===== src/rtl/branch_predictor_btb_if.sv =====
// Predictor/pipeline bus: fetch lookup, resolved-branch update and flush.
// Statistics outputs exist only when BRANCH_PRED_STATS_EN is defined.
interface branch_predictor_btb_if;
  logic [31:0] current_PC;
  logic        predict_taken;
  logic [31:0] target_addr;
  logic        update_predictor;
  logic [31:0] update_addr;
  logic [31:0] update_target;
  logic        prediction;
  logic        branch_result;
  logic        flush;
`ifdef BRANCH_PRED_STATS_EN
  logic [31:0] stat_updates;
  logic [31:0] stat_mispredicts;
  logic [31:0] stat_hits;
`endif

  modport master (
    output current_PC, update_predictor, update_addr, update_target, prediction,
           branch_result, flush,
`ifdef BRANCH_PRED_STATS_EN
    input  stat_updates, stat_mispredicts, stat_hits,
`endif
    input  predict_taken, target_addr
  );

  modport slave (
    input  current_PC, update_predictor, update_addr, update_target, prediction,
           branch_result, flush,
`ifdef BRANCH_PRED_STATS_EN
    output stat_updates, stat_mispredicts, stat_hits,
`endif
    output predict_taken, target_addr
  );
endinterface


===== src/rtl/branch_predictor_btb.sv =====
// Direct-mapped BTB with 2-bit saturating counters; zero-latency lookup.
// Optional update/mispredict/hit counters are enabled by BRANCH_PRED_STATS_EN.
module branch_predictor_btb #(
  parameter int unsigned ENTRIES = 16
) (
  input logic                   CLK,
  input logic                   RST,
  branch_predictor_btb_if.slave bus
);
  localparam int unsigned IDX_W = $clog2(ENTRIES);
  localparam int unsigned TAG_W = 30 - IDX_W;

  logic             valid_q  [ENTRIES];
  logic [TAG_W-1:0] tag_q    [ENTRIES];
  logic [31:0]      target_q [ENTRIES];
  logic [1:0]       ctr_q    [ENTRIES];

  logic [IDX_W-1:0] lk_idx, up_idx;
  logic [TAG_W-1:0] lk_tag, up_tag;
  logic             lk_hit, up_hit, lk_taken;

  assign lk_idx = bus.current_PC[IDX_W+1:2];
  assign lk_tag = bus.current_PC[31:IDX_W+2];
  assign up_idx = bus.update_addr[IDX_W+1:2];
  assign up_tag = bus.update_addr[31:IDX_W+2];

  assign lk_hit   = valid_q[lk_idx] && (tag_q[lk_idx] == lk_tag);
  assign up_hit   = valid_q[up_idx] && (tag_q[up_idx] == up_tag);
  assign lk_taken = lk_hit & ctr_q[lk_idx][1];

  // Lookup reads the pre-update table contents; no write-to-read bypass.
  assign bus.predict_taken = lk_taken;
  assign bus.target_addr   = lk_taken ? target_q[lk_idx] : bus.current_PC + 32'd4;

  always_ff @(posedge CLK or posedge RST) begin
    if (RST) begin
      for (int unsigned i = 0; i < ENTRIES; i++) begin
        valid_q[i]  <= 1'b0;
        tag_q[i]    <= '0;
        target_q[i] <= 32'd0;
        ctr_q[i]    <= 2'b01;
      end
    end else if (bus.flush) begin
      // Flush only drops valid bits and wins over a same-cycle update.
      for (int unsigned i = 0; i < ENTRIES; i++) begin
        valid_q[i] <= 1'b0;
      end
    end else if (bus.update_predictor) begin
      if (up_hit) begin
        if (bus.branch_result) begin
          if (ctr_q[up_idx] != 2'b11) ctr_q[up_idx] <= ctr_q[up_idx] + 2'b01;
          target_q[up_idx] <= bus.update_target;
        end else if (ctr_q[up_idx] != 2'b00) begin
          ctr_q[up_idx] <= ctr_q[up_idx] - 2'b01;
        end
      end else if (bus.branch_result) begin
        valid_q[up_idx]  <= 1'b1;
        tag_q[up_idx]    <= up_tag;
        target_q[up_idx] <= bus.update_target;
        ctr_q[up_idx]    <= 2'b10;
      end
    end
  end

`ifdef BRANCH_PRED_STATS_EN
  logic [31:0] upd_cnt_q, mis_cnt_q, hit_cnt_q;

  // Counters observe every update strobe, even one dropped by flush.
  always_ff @(posedge CLK or posedge RST) begin
    if (RST) begin
      upd_cnt_q <= 32'd0;
      mis_cnt_q <= 32'd0;
      hit_cnt_q <= 32'd0;
    end else if (bus.update_predictor) begin
      if (upd_cnt_q != 32'hFFFF_FFFF) upd_cnt_q <= upd_cnt_q + 32'd1;
      if ((bus.prediction != bus.branch_result) && (mis_cnt_q != 32'hFFFF_FFFF)) begin
        mis_cnt_q <= mis_cnt_q + 32'd1;
      end
      if (up_hit && (hit_cnt_q != 32'hFFFF_FFFF)) hit_cnt_q <= hit_cnt_q + 32'd1;
    end
  end

  assign bus.stat_updates     = upd_cnt_q;
  assign bus.stat_mispredicts = mis_cnt_q;
  assign bus.stat_hits        = hit_cnt_q;
`endif
endmodule


===== src/flat_wrapper.sv =====
// flat-port wrapper written by rule: the top's interface ports become plain ports
module branch_predictor_btb_flat 
#(
  parameter int unsigned ENTRIES = 16
)
  (CLK, RST, bus_current_PC, bus_update_predictor, bus_update_addr, bus_update_target, bus_prediction, bus_branch_result, bus_flush, bus_predict_taken, bus_target_addr);
  branch_predictor_btb_if bus_i ();
  input logic CLK;
  input logic RST;
  input wire logic [$bits(bus_i.current_PC)-1:0] bus_current_PC;
  input wire logic [$bits(bus_i.update_predictor)-1:0] bus_update_predictor;
  input wire logic [$bits(bus_i.update_addr)-1:0] bus_update_addr;
  input wire logic [$bits(bus_i.update_target)-1:0] bus_update_target;
  input wire logic [$bits(bus_i.prediction)-1:0] bus_prediction;
  input wire logic [$bits(bus_i.branch_result)-1:0] bus_branch_result;
  input wire logic [$bits(bus_i.flush)-1:0] bus_flush;
  output wire logic [$bits(bus_i.predict_taken)-1:0] bus_predict_taken;
  output wire logic [$bits(bus_i.target_addr)-1:0] bus_target_addr;
  assign bus_i.current_PC = bus_current_PC;
  assign bus_i.update_predictor = bus_update_predictor;
  assign bus_i.update_addr = bus_update_addr;
  assign bus_i.update_target = bus_update_target;
  assign bus_i.prediction = bus_prediction;
  assign bus_i.branch_result = bus_branch_result;
  assign bus_i.flush = bus_flush;
  assign bus_predict_taken = bus_i.predict_taken;
  assign bus_target_addr = bus_i.target_addr;
  branch_predictor_btb #(.ENTRIES(ENTRIES)) u_core (.CLK(CLK), .RST(RST), .bus(bus_i));
endmodule

===== config.mk =====
export PLATFORM = sky130hd
export DESIGN_NAME = branch_predictor_btb_flat
export DESIGN_NICKNAME = d
export VERILOG_FILES = /design/src/rtl/branch_predictor_btb_if.sv /design/src/rtl/branch_predictor_btb.sv /design/src/flat_wrapper.sv
export SDC_FILE = /design/constraint.sdc
export NUM_CORES = 2
export LEC_CHECK = 0
export CORE_MARGIN = 2
export CORE_UTILIZATION = 49
export DETAILED_ROUTE_END_ITERATION = 7
export GPL_TIMING_DRIVEN = 0
export HOLD_SLACK_MARGIN = 0.08
export MAX_ROUTING_LAYER = met4
export PLACE_DENSITY = 0.68
export SYNTH_ARGS = -nofsm -noshare
export SYNTH_HDL_FRONTEND = slang
export SYNTH_SLANG_ARGS = --single-unit

===== constraint.sdc =====
create_clock -name CLK -period 34.7 [get_ports CLK]
set_input_delay 8.675 -clock CLK [delete_from_list [all_inputs] [get_ports CLK]]
set_output_delay 8.675 -clock CLK [all_outputs]
set_load 0.02 [all_outputs]

==> reports/qor.yml <==
syn_inst: 3355
dieHeight_um: 327.1
h-tree-depth: 3
grt_pass1_wl_mm: 243.6
crit_fanout: 10
firstDrtPassIters: 5
worstPathArrival_ns: 15.70
grt.total_usage_pct: 32.58
critPathRequiredTime_ns: 26.02
drt_iter0_drc: 3391
dpl.hpwl_mm: 117.4
maxCapViolCount: 4
dr_total_vias: 33141
synth_edf_count: 0
nFillCells: 8347
drive_gt1_share_pct: 44.59
grtUsageMet3_pct: 8.429
busiest_layer: "met2"
drc: 0
synthArstFlopShare_pct: 100.0
yosysWarnings: 0
pre_cts_slack_ns: 10.63
violations: "capacitance limit, slew limit"
gr-usage-met1_pct: 43.82
multi_input_area_um2: 25000
synth-seq-area-share_pct: 47.77
rsz0062_at_grt: "false"
worst-setup-path-type: "in -> out"
synthesis.nets: 3460
final_nets: 3716
dieArea_um2: 107000
rows: 118
gp_congestion: 1.004
wl_per_cell_um: 32.97
clock_latency_ns: 0.71
hp-class: "reg -> reg"
grt_max_degree: 43
cts_root_buffer: "clkbuf_16"
cp-end-kind: "output pin"
hold_viol_final: 0
yosysTopAreaCellShare_pct: 46.95
core_um2: 103500
status: "finished with violations"
start_kind: "input port"
yosys.area.top_type: "dfrtp_1"
power_density_nw_per_um2: 54.02
cts_resized: 0
clockBufferDepth: 3
yosys-top-cells-area: "dfrtp_1 (47%), mux4_2 (16%), mux2_2 (16%)"
gr-total-overflow: 0
min_period_over_period_pct: 70.26
yosysUniqueCellTypes: 88
routed_wl_mm: 167.7
ir_drop_mv: 0.04309
post_cts_buffers: 0
numPortBuffers: 120
yosysMostFrequentCell: "dfrtp_1"
yosys-top-cells-count: "dfrtp_1 (960), mux2_2 (720), mux4_2 (362)"
cts.clk_slew.worst_paths_ns: 0.05
tritoncts: "yes"
leakagePower_nw: 25.69
avgSynthCellArea_um2: 15.25
die_w_um: 327.1
cts_buffers: 105
slew_headroom_pct: -4.654
fmax_mhz: 41.02
grt_antenna_before_repair: 7
cts.sinks: 976
start_util_pct: 49.44
fin_setup_tns_ns: 0
synthFlopType: "dfrtp_1"
setup_viol: 0
ys_seq_elements: 976
use_met2_pct: 47.67
hold_buffers: 0
finClkSkew_ns: 0.02199
syn-cell-area_um2: 51170
fin_ws_ns: 10.32
min_period_ns: 24.38
drv_slew: 33
grt_pass1_vias: 33809
worst_pin_slew_ns: 1.570
viasPerCell: 6.516
regArea_um2: 24440
antenna_left: 0
io_pins: 135
syn2layout_area_growth_pct: 14.39
sequential cells by signal (all words and copies together), names as in the netlist:
| signal | cells |
|---|---|
| u_core.tag_q | 416 |
| u_core.target_q | 512 |
| u_core.valid_q | 16 |
| u_core.ctr_q | 32 |
path summary, 6_finish.rpt:
check | from | end | slack (ns) | cells after the start
min reg2reg | u_core.ctr_q[22] | u_core.ctr_q[22] | 0.46 | 2
min in group asynchronous | RST | u_core.target_q[1] | 8.47 | 2
max | bus_current_PC[3] | bus_target_addr[12] | 10.32 | 15
max in group asynchronous | RST | u_core.tag_q[316] | 23.48 | 11
max reg2reg | u_core.tag_q[174] | u_core.tag_q[163] | 30.01 | 9
min | u_core.ctr_q[22] | u_core.ctr_q[22] | 0.46 | 2
power breakdown:
group          internal (W)  switching [W]  leakage [nW]
Combinational      0.000295       0.000241          10.9
Clock              0.000745       0.000496          1.87
Sequential          0.00129      0.0000974          12.9
Total               0.00233       0.000834          25.7
critical path: stages:
cell             delay (ns)
clkdlybuf4s50_1        0.49
clkbuf_1               0.42
clkbuf_1               0.67
buf_1                  1.17
mux4_2                 0.43
mux4_2                 0.64
xnor2_1                0.23
nand3_1                0.09
nor4_1                 0.19
and3_1                 0.30
clkbuf_1               0.27
clkbuf_1               0.73
nand2_1                0.41
o21ai_0                0.26
clkdlybuf4s50_1        0.68
layout make-up:
cell class              instances  area share [%]
clock buffers                 151           5.248
repair buffers                149           3.014
plain buffers                 302           2.777
multi-input cells            2049           42.71
well taps                    1380           2.950
inverters                      28          0.1860
flip-flops and latches        976           41.76
clock inverters                45           1.323
diodes                          6         0.02565
per-stage QoR:
step                std cells  power [W]  area [um2]  util, %  hold slack [ns]
floorplan                3355   0.001752       51170        -           0.4378
global route             5085   0.003261       58530    56.55           0.4824
finish                   5086   0.003162       58530    56.55           0.4641
CTS                      5078   0.003162       58490    56.51           0.4668
detailed placement       4882   0.001928       54640    52.80           0.4606
global placement         4855   0.001912       54100    52.27           0.4590
cells in the final DEF (no fill, tap or decap), types with 8 or more instances in the layout:
cell type        count
bufinv_16           17
clkbuf_8            25
dfstp_2             16
clkdlybuf4s50_1    120
inv_1               26
mux2_2             720
xnor2_1             44
xor2_1              30
nand4_1             16
nor3_1              21
o211ai_1             8
a21o_1              13
buf_8               20
clkbuf_16          106
clkbuf_1           178
clkinv_2            15
and2_1               8
a21oi_1             26
mux4_2             362
nor2_1              66
buf_6               16
nand2_1            101
nand2b_1            14
buf_1               57
nand3_1             50
buf_4                8
buf_2               39
buf_12              32
o22ai_1             13
mux2_4             229
nor3_4              12
nor2b_1             11
a221oi_1             8
mux4_1              16
a22oi_1             18
mux2i_1             78
dfrtp_1            960
o21ai_0             50
and3_1              16
per-layer routing:
| metal | routed length [um] | vias to the layer above |
|---|---|---|
| li1 | - | 13221 |
| met1 | 68270 | 17849 |
| met2 | 76000 | 1677 |
| met3 | 16180 | 394 |
| met4 | 7259 | 0 |
| met5 | 0 | - |
cell families (layout without fill, tap and decap cells):
kind of cell	count (synthesis)	count (layout)	synth area share (%)
compound gates	210	210	2.849
xor+xnor	74	74	1.267
fa+ha+maj	3	3	0.07337
buf+inv	330	675	3.367
flops	976	976	47.77
mux	1407	1407	40.89
other cells	0	6	0
simple gates	355	355	3.778
(Power assumes the default switching activity.)
